$ cat src/rtl/mux_scan_serializer_if.sv
// mux_scan_serializer_if
//   Byte-in / bit-out handshake bundle for mux_scan_serializer.
//   in_valid  : upstream byte valid
//   in_ready  : serializer can accept a byte
//   in_data   : byte to serialize
//   ser_data  : serial bit (holds between strobes)
//   ser_valid : one-cycle strobe, ser_data valid this cycle
//   ser_last  : marks the final strobe of a frame
//   modport master : byte producer / bit consumer side
//   modport slave  : serializer side
interface mux_scan_serializer_if;
   logic       in_valid;
   logic       in_ready;
   logic [7:0] in_data;
   logic       ser_data;
   logic       ser_valid;
   logic       ser_last;

   modport master (
      output in_valid, in_data,
      input  in_ready, ser_data, ser_valid, ser_last
   );

   modport slave (
      input  in_valid, in_data,
      output in_ready, ser_data, ser_valid, ser_last
   );
endinterface

$ cat src/rtl/mux_scan_serializer.sv
// mux_scan_serializer
//   Parallel-to-serial front end for an external 8:1 bit-select mux. A byte
//   accepted on the handshake is registered onto mux_in; the select is then
//   stepped through all eight positions, one bit period (BIT_CYCLES clocks)
//   each, and mux_out is sampled at the end of every period into a framed
//   serial stream.
//   Parameters : BIT_CYCLES (1..256) clocks per bit, MSB_FIRST scan 7->0.
//   Ports      : clk, rst (sync, active-high), bus (slave modport:
//                in_valid/in_ready/in_data, ser_data/ser_valid/ser_last),
//                mux_in, mux_sel to the mux, mux_out from the mux, busy.
//   Macro      : MUX_SCAN_PARITY_EN appends an even-parity bit period.
module mux_scan_serializer #(
   parameter int BIT_CYCLES = 1,
   parameter bit MSB_FIRST  = 1'b0
) (
   input  logic                  clk,
   input  logic                  rst,
   mux_scan_serializer_if.slave  bus,
   output logic [7:0]            mux_in,
   output logic [2:0]            mux_sel,
   input  logic                  mux_out,
   output logic                  busy
);

   localparam int             CW        = (BIT_CYCLES > 1) ? $clog2(BIT_CYCLES) : 1;
   localparam logic [CW-1:0]  CNT_LAST  = CW'(BIT_CYCLES - 1);
   localparam logic [2:0]     SEL_FIRST = MSB_FIRST ? 3'd7 : 3'd0;

`ifdef MUX_SCAN_PARITY_EN
   typedef enum logic [1:0] {IDLE, SHIFT, PARITY} state_t;
`else
   typedef enum logic [1:0] {IDLE, SHIFT} state_t;
`endif

   state_t         state;
   logic [CW-1:0]  cnt;
   logic [2:0]     bit_cnt;
   logic           period_end;

   assign period_end   = (cnt == CNT_LAST);
   assign bus.in_ready = (state == IDLE);
   assign busy         = (state != IDLE);

   // mux_sel doubles as the bit index; the exit test uses bit_cnt so the
   // index is never stepped past the eighth position.
   always_ff @(posedge clk) begin
      if (rst) begin
         state         <= IDLE;
         cnt           <= '0;
         bit_cnt       <= '0;
         mux_in        <= '0;
         mux_sel       <= '0;
         bus.ser_data  <= 1'b0;
         bus.ser_valid <= 1'b0;
         bus.ser_last  <= 1'b0;
      end else begin
         bus.ser_valid <= 1'b0;
         bus.ser_last  <= 1'b0;
         case (state)
            IDLE: begin
               if (bus.in_valid) begin
                  mux_in  <= bus.in_data;
                  mux_sel <= SEL_FIRST;
                  cnt     <= '0;
                  bit_cnt <= '0;
                  state   <= SHIFT;
               end
            end
            SHIFT: begin
               if (period_end) begin
                  cnt           <= '0;
                  bus.ser_data  <= mux_out;
                  bus.ser_valid <= 1'b1;
                  if (bit_cnt == 3'd7) begin
`ifdef MUX_SCAN_PARITY_EN
                     state        <= PARITY;
`else
                     state        <= IDLE;
                     mux_sel      <= '0;
                     bus.ser_last <= 1'b1;
`endif
                  end else begin
                     bit_cnt <= bit_cnt + 3'd1;
                     mux_sel <= MSB_FIRST ? (mux_sel - 3'd1) : (mux_sel + 3'd1);
                  end
               end else begin
                  cnt <= cnt + 1'b1;
               end
            end
`ifdef MUX_SCAN_PARITY_EN
            PARITY: begin
               if (period_end) begin
                  cnt           <= '0;
                  bus.ser_data  <= ^mux_in;
                  bus.ser_valid <= 1'b1;
                  bus.ser_last  <= 1'b1;
                  mux_sel       <= '0;
                  state         <= IDLE;
               end else begin
                  cnt <= cnt + 1'b1;
               end
            end
`endif
            default: state <= IDLE;
         endcase
      end
   end

endmodule

$ cat src/flat_wrapper.sv
// flat-port wrapper written by rule: the top's interface ports become plain ports
module mux_scan_serializer_flat 
#(
   parameter int BIT_CYCLES = 1,
   parameter bit MSB_FIRST  = 1'b0
)
  (clk, rst, mux_in, mux_sel, mux_out, busy, bus_in_valid, bus_in_data, bus_in_ready, bus_ser_data, bus_ser_valid, bus_ser_last);
  mux_scan_serializer_if bus_i ();
  input  logic clk;
  input  logic rst;
  output logic [7:0] mux_in;
  output logic [2:0] mux_sel;
  input  logic mux_out;
  output logic busy;
  input wire logic [$bits(bus_i.in_valid)-1:0] bus_in_valid;
  input wire logic [$bits(bus_i.in_data)-1:0] bus_in_data;
  output wire logic [$bits(bus_i.in_ready)-1:0] bus_in_ready;
  output wire logic [$bits(bus_i.ser_data)-1:0] bus_ser_data;
  output wire logic [$bits(bus_i.ser_valid)-1:0] bus_ser_valid;
  output wire logic [$bits(bus_i.ser_last)-1:0] bus_ser_last;
  assign bus_i.in_valid = bus_in_valid;
  assign bus_i.in_data = bus_in_data;
  assign bus_in_ready = bus_i.in_ready;
  assign bus_ser_data = bus_i.ser_data;
  assign bus_ser_valid = bus_i.ser_valid;
  assign bus_ser_last = bus_i.ser_last;
  mux_scan_serializer #(.BIT_CYCLES(BIT_CYCLES), .MSB_FIRST(MSB_FIRST)) u_core (.clk(clk), .rst(rst), .bus(bus_i), .mux_in(mux_in), .mux_sel(mux_sel), .mux_out(mux_out), .busy(busy));
endmodule
$ cat config.mk
export PLATFORM = sky130hd
export DESIGN_NAME = mux_scan_serializer_flat
export DESIGN_NICKNAME = d
export VERILOG_FILES = /design/src/rtl/mux_scan_serializer_if.sv /design/src/rtl/mux_scan_serializer.sv /design/src/flat_wrapper.sv
export SDC_FILE = /design/constraint.sdc
export NUM_CORES = 1
export LEC_CHECK = 0
export ABC_AREA = 1
export CORE_MARGIN = 5
export CORE_UTILIZATION = 44
export DETAILED_ROUTE_END_ITERATION = 8
export PLACE_DENSITY = 0.81
export SLEW_MARGIN = 20
export SYNTH_ARGS = -nofsm -noshare
export SYNTH_HDL_FRONTEND = slang
export SYNTH_SLANG_ARGS = --single-unit
$ cat constraint.sdc
create_clock -name clk -period 1.7 [get_ports clk]
set_input_delay 0.425 -clock clk [delete_from_list [all_inputs] [get_ports clk]]
set_output_delay 0.425 -clock clk [all_outputs]
set_load 0.01 [all_outputs]
==> summary.txt <==
CP max stage delay -> 0.55 ns
Worst-path clk slew -> 0.10 ns
Initial Utilization -> 0.459
WHS Path Cells -> 2
Syn Std Cell Area -> 692 sq um
Max Fanout on Critical Path -> 3
commonest cells after routing, fill and taps aside -> 24 x clkdlybuf4s50_1, 23 x nor2_1, 16 x dfxtp_1, 12 x o21ai_0, 8 x nand2_1
DRT Pass-1 Iters -> 4
Avg Vias per Cell -> 4.89
total die area -> 2470 sq um
synth unique cells -> 14
CTS Hold Bufs -> 0
Slew Viols, Final -> 0
row cnt -> 14
Syn Nets -> 100
share of layout cells above drive strength 1 -> 0.0877
worst r2r src -> u_core.bit_cnt[0]
Required @ worst endpoint -> 1.27 ns
CP cell instances -> clkdlybuf4s50_1
CP arrival -> 1.21 ns
Fmax -> 613 MHz
YS warnings -> 0
TritonCTS Buffers -> 3
wire length per cell -> 11.5 um
via count -> 636
antenna cell count -> 0
Die Wd -> 49.7 um
DRC viols -> 0
Final Hold Fails -> 0
Crit path max-delay family -> buffers and inverters
worst skew pair latency -> 0.29 ns
nature of the critical path endpoint -> output port
Post-Route WL -> 1.49 mm
CTS tree -> yes
R2R cell count -> 6
Startpoint Class -> flop
hold path endpoint -> u_core.mux_in[2]
period utilization -> 0.959
vias in the first global route -> 590
Die H -> 49.7 um
RSZ-0062 raised after global routing -> no
Pwr per Cell Area -> 871 nW/um^2
clock skew -> 0.00661 ns
root buf cell -> clkbuf_4
Final ANT Viol Nets -> 0
PortBufs -> 27
Buf/Inv on CP -> 1
HP Class -> flop to flop
VDD IR max -> 0.570 mV
Setup TNS -> 0 ns
RePlAce Congestion -> 0.870
syn_area_per_cell -> 8.24 sq um
Synth area leader -> dfxtp_1
minimum clock period -> 1.63 ns
initial drt markers -> 13
Resize count post-CTS -> 2
total power -> 884 uW
clock sink count -> 18
Synth area leaders -> dfxtp_1 52%, nor2_1 12%, o21ai_0 8.7%
H-tree levels -> 1
status -> completed
Seq cells post-synth -> 18
RR Endpoint -> u_core.bit_cnt[0]
grt ovf -> 0
Crit-path slowest cell -> clkdlybuf4s50_1
post-synth top area share -> 0.521
Tot GR Track Use -> 0.138
Static Leak -> 0.000457 uW
first-pass GRT wire length -> 2.59 mm
Max Cap Viol -> 0
CORE AREA -> 1510 sq um
synthesis-to-layout area growth -> 46.8%
Setup Viol. Count Final -> 0
initial antenna violation count -> 0
R2R setup slack -> 0.47 ns
most common cell after layout, fill and taps aside -> clkdlybuf4s50_1
Setup CP Type -> flop to output port
maximum buffer depth of the clock tree -> 2
Cells after Synth -> 84
post-DP HPWL -> 1.10 mm
Tightest Pin Transition -> 0.304 ns
pin count of the biggest net entering global routing -> 14
Post-CTS Setup Inserts -> 0
# nets final -> 131
num ports -> 28
Hold Startpoint -> u_core.mux_in[2]
relative slew slack -> 0.797
sequential-to-total area share from yosys stat -> 0.521
[final cells by class]
cell class                 count  area, sq um
fill                         125          490
sequential                    18          363
multi-input combinational     58          293
timing repair buffer          28          282
clock buffer                   4         36.3
inverter                       6         22.5
tap                           16         20.0
[where the power goes]
part,internal [uW],switching [uW],leakage (uW)
combinational,85.9,71.7,0.000288
clock,130,130,0.0000210
sequential,450,16.3,0.000149
total,666,218,0.000457
[logic make-up after synthesis]
logic type                 after synthesis  share of synthesized area
DFF                                     18                      0.521
adders and majority gates                4                     0.0723
buffers and inverters                    8                     0.0560
and+or+nand+nor                         35                      0.210
AOI/OAI and AO/OA                       19                      0.141
[synth_stat cells]
cell type,count
a21boi_0,1
a21oi_1,6
and3_2,1
buf_6,1
clkbuf_2,1
dfxtp_1,18
ha_1,4
inv_1,5
inv_2,1
nand2_1,8
nand2_4,1
nand3_1,2
nor2_1,23
o21ai_0,12
[sequential cells by signal, indices dropped and copies added (netlist names)]
signal,flops
u_core.bit_cnt,3
u_core.bus.ser_data,1
u_core.bus.ser_last,1
u_core.bus.ser_valid,1
u_core.mux_in,8
u_core.mux_sel,3
u_core.state,1
[how the worst max path moves through the flow]
stage                      start                end  slack, ns  cells past startpoint
3_5_place_dp        bus_in_valid   u_core.mux_in[5]       0.17                      5
4_1_cts          u_core.state[0]               busy       0.03                      1
5_1_grt        u_core.mux_sel[1]         mux_sel[1]      0.009                      1
6_report       u_core.mux_sel[1]         mux_sel[1]       0.07                      1
3_3_place_gp        bus_in_valid   u_core.mux_in[7]       0.21                      5
2_1_floorplan  u_core.bit_cnt[0]  u_core.bit_cnt[0]       0.58                      6
[metal layers]
| layer | up-vias | wire length, um | GRT usage |
|---|---|---|---|
| met4 | 0 | 37 | 0.0917 |
| li1 | 328 | - | - |
| met3 | 4 | 163 | 0.0602 |
| met2 | 27 | 625 | 0.208 |
| met1 | 277 | 666 | 0.154 |
| met5 | - | 0 | 0 |
[metrics by stage]
stage | hold WS, ns | instances | utilization | instance area, sq um | setup slack (ns)
5_1_grt | 0.512 | 130 | 0.674 | 1020 | 0.00864
3_3_place_gp | 0.462 | 126 | 0.646 | 973 | 0.210
4_1_cts | 0.493 | 130 | 0.670 | 1010 | 0.0258
6_report | 0.487 | 130 | 0.674 | 1020 | 0.0691
3_5_place_dp | 0.471 | 126 | 0.646 | 973 | 0.168
2_1_floorplan | 0.454 | 84 | - | 692 | 0.582
(Power assumes the default switching activity.)
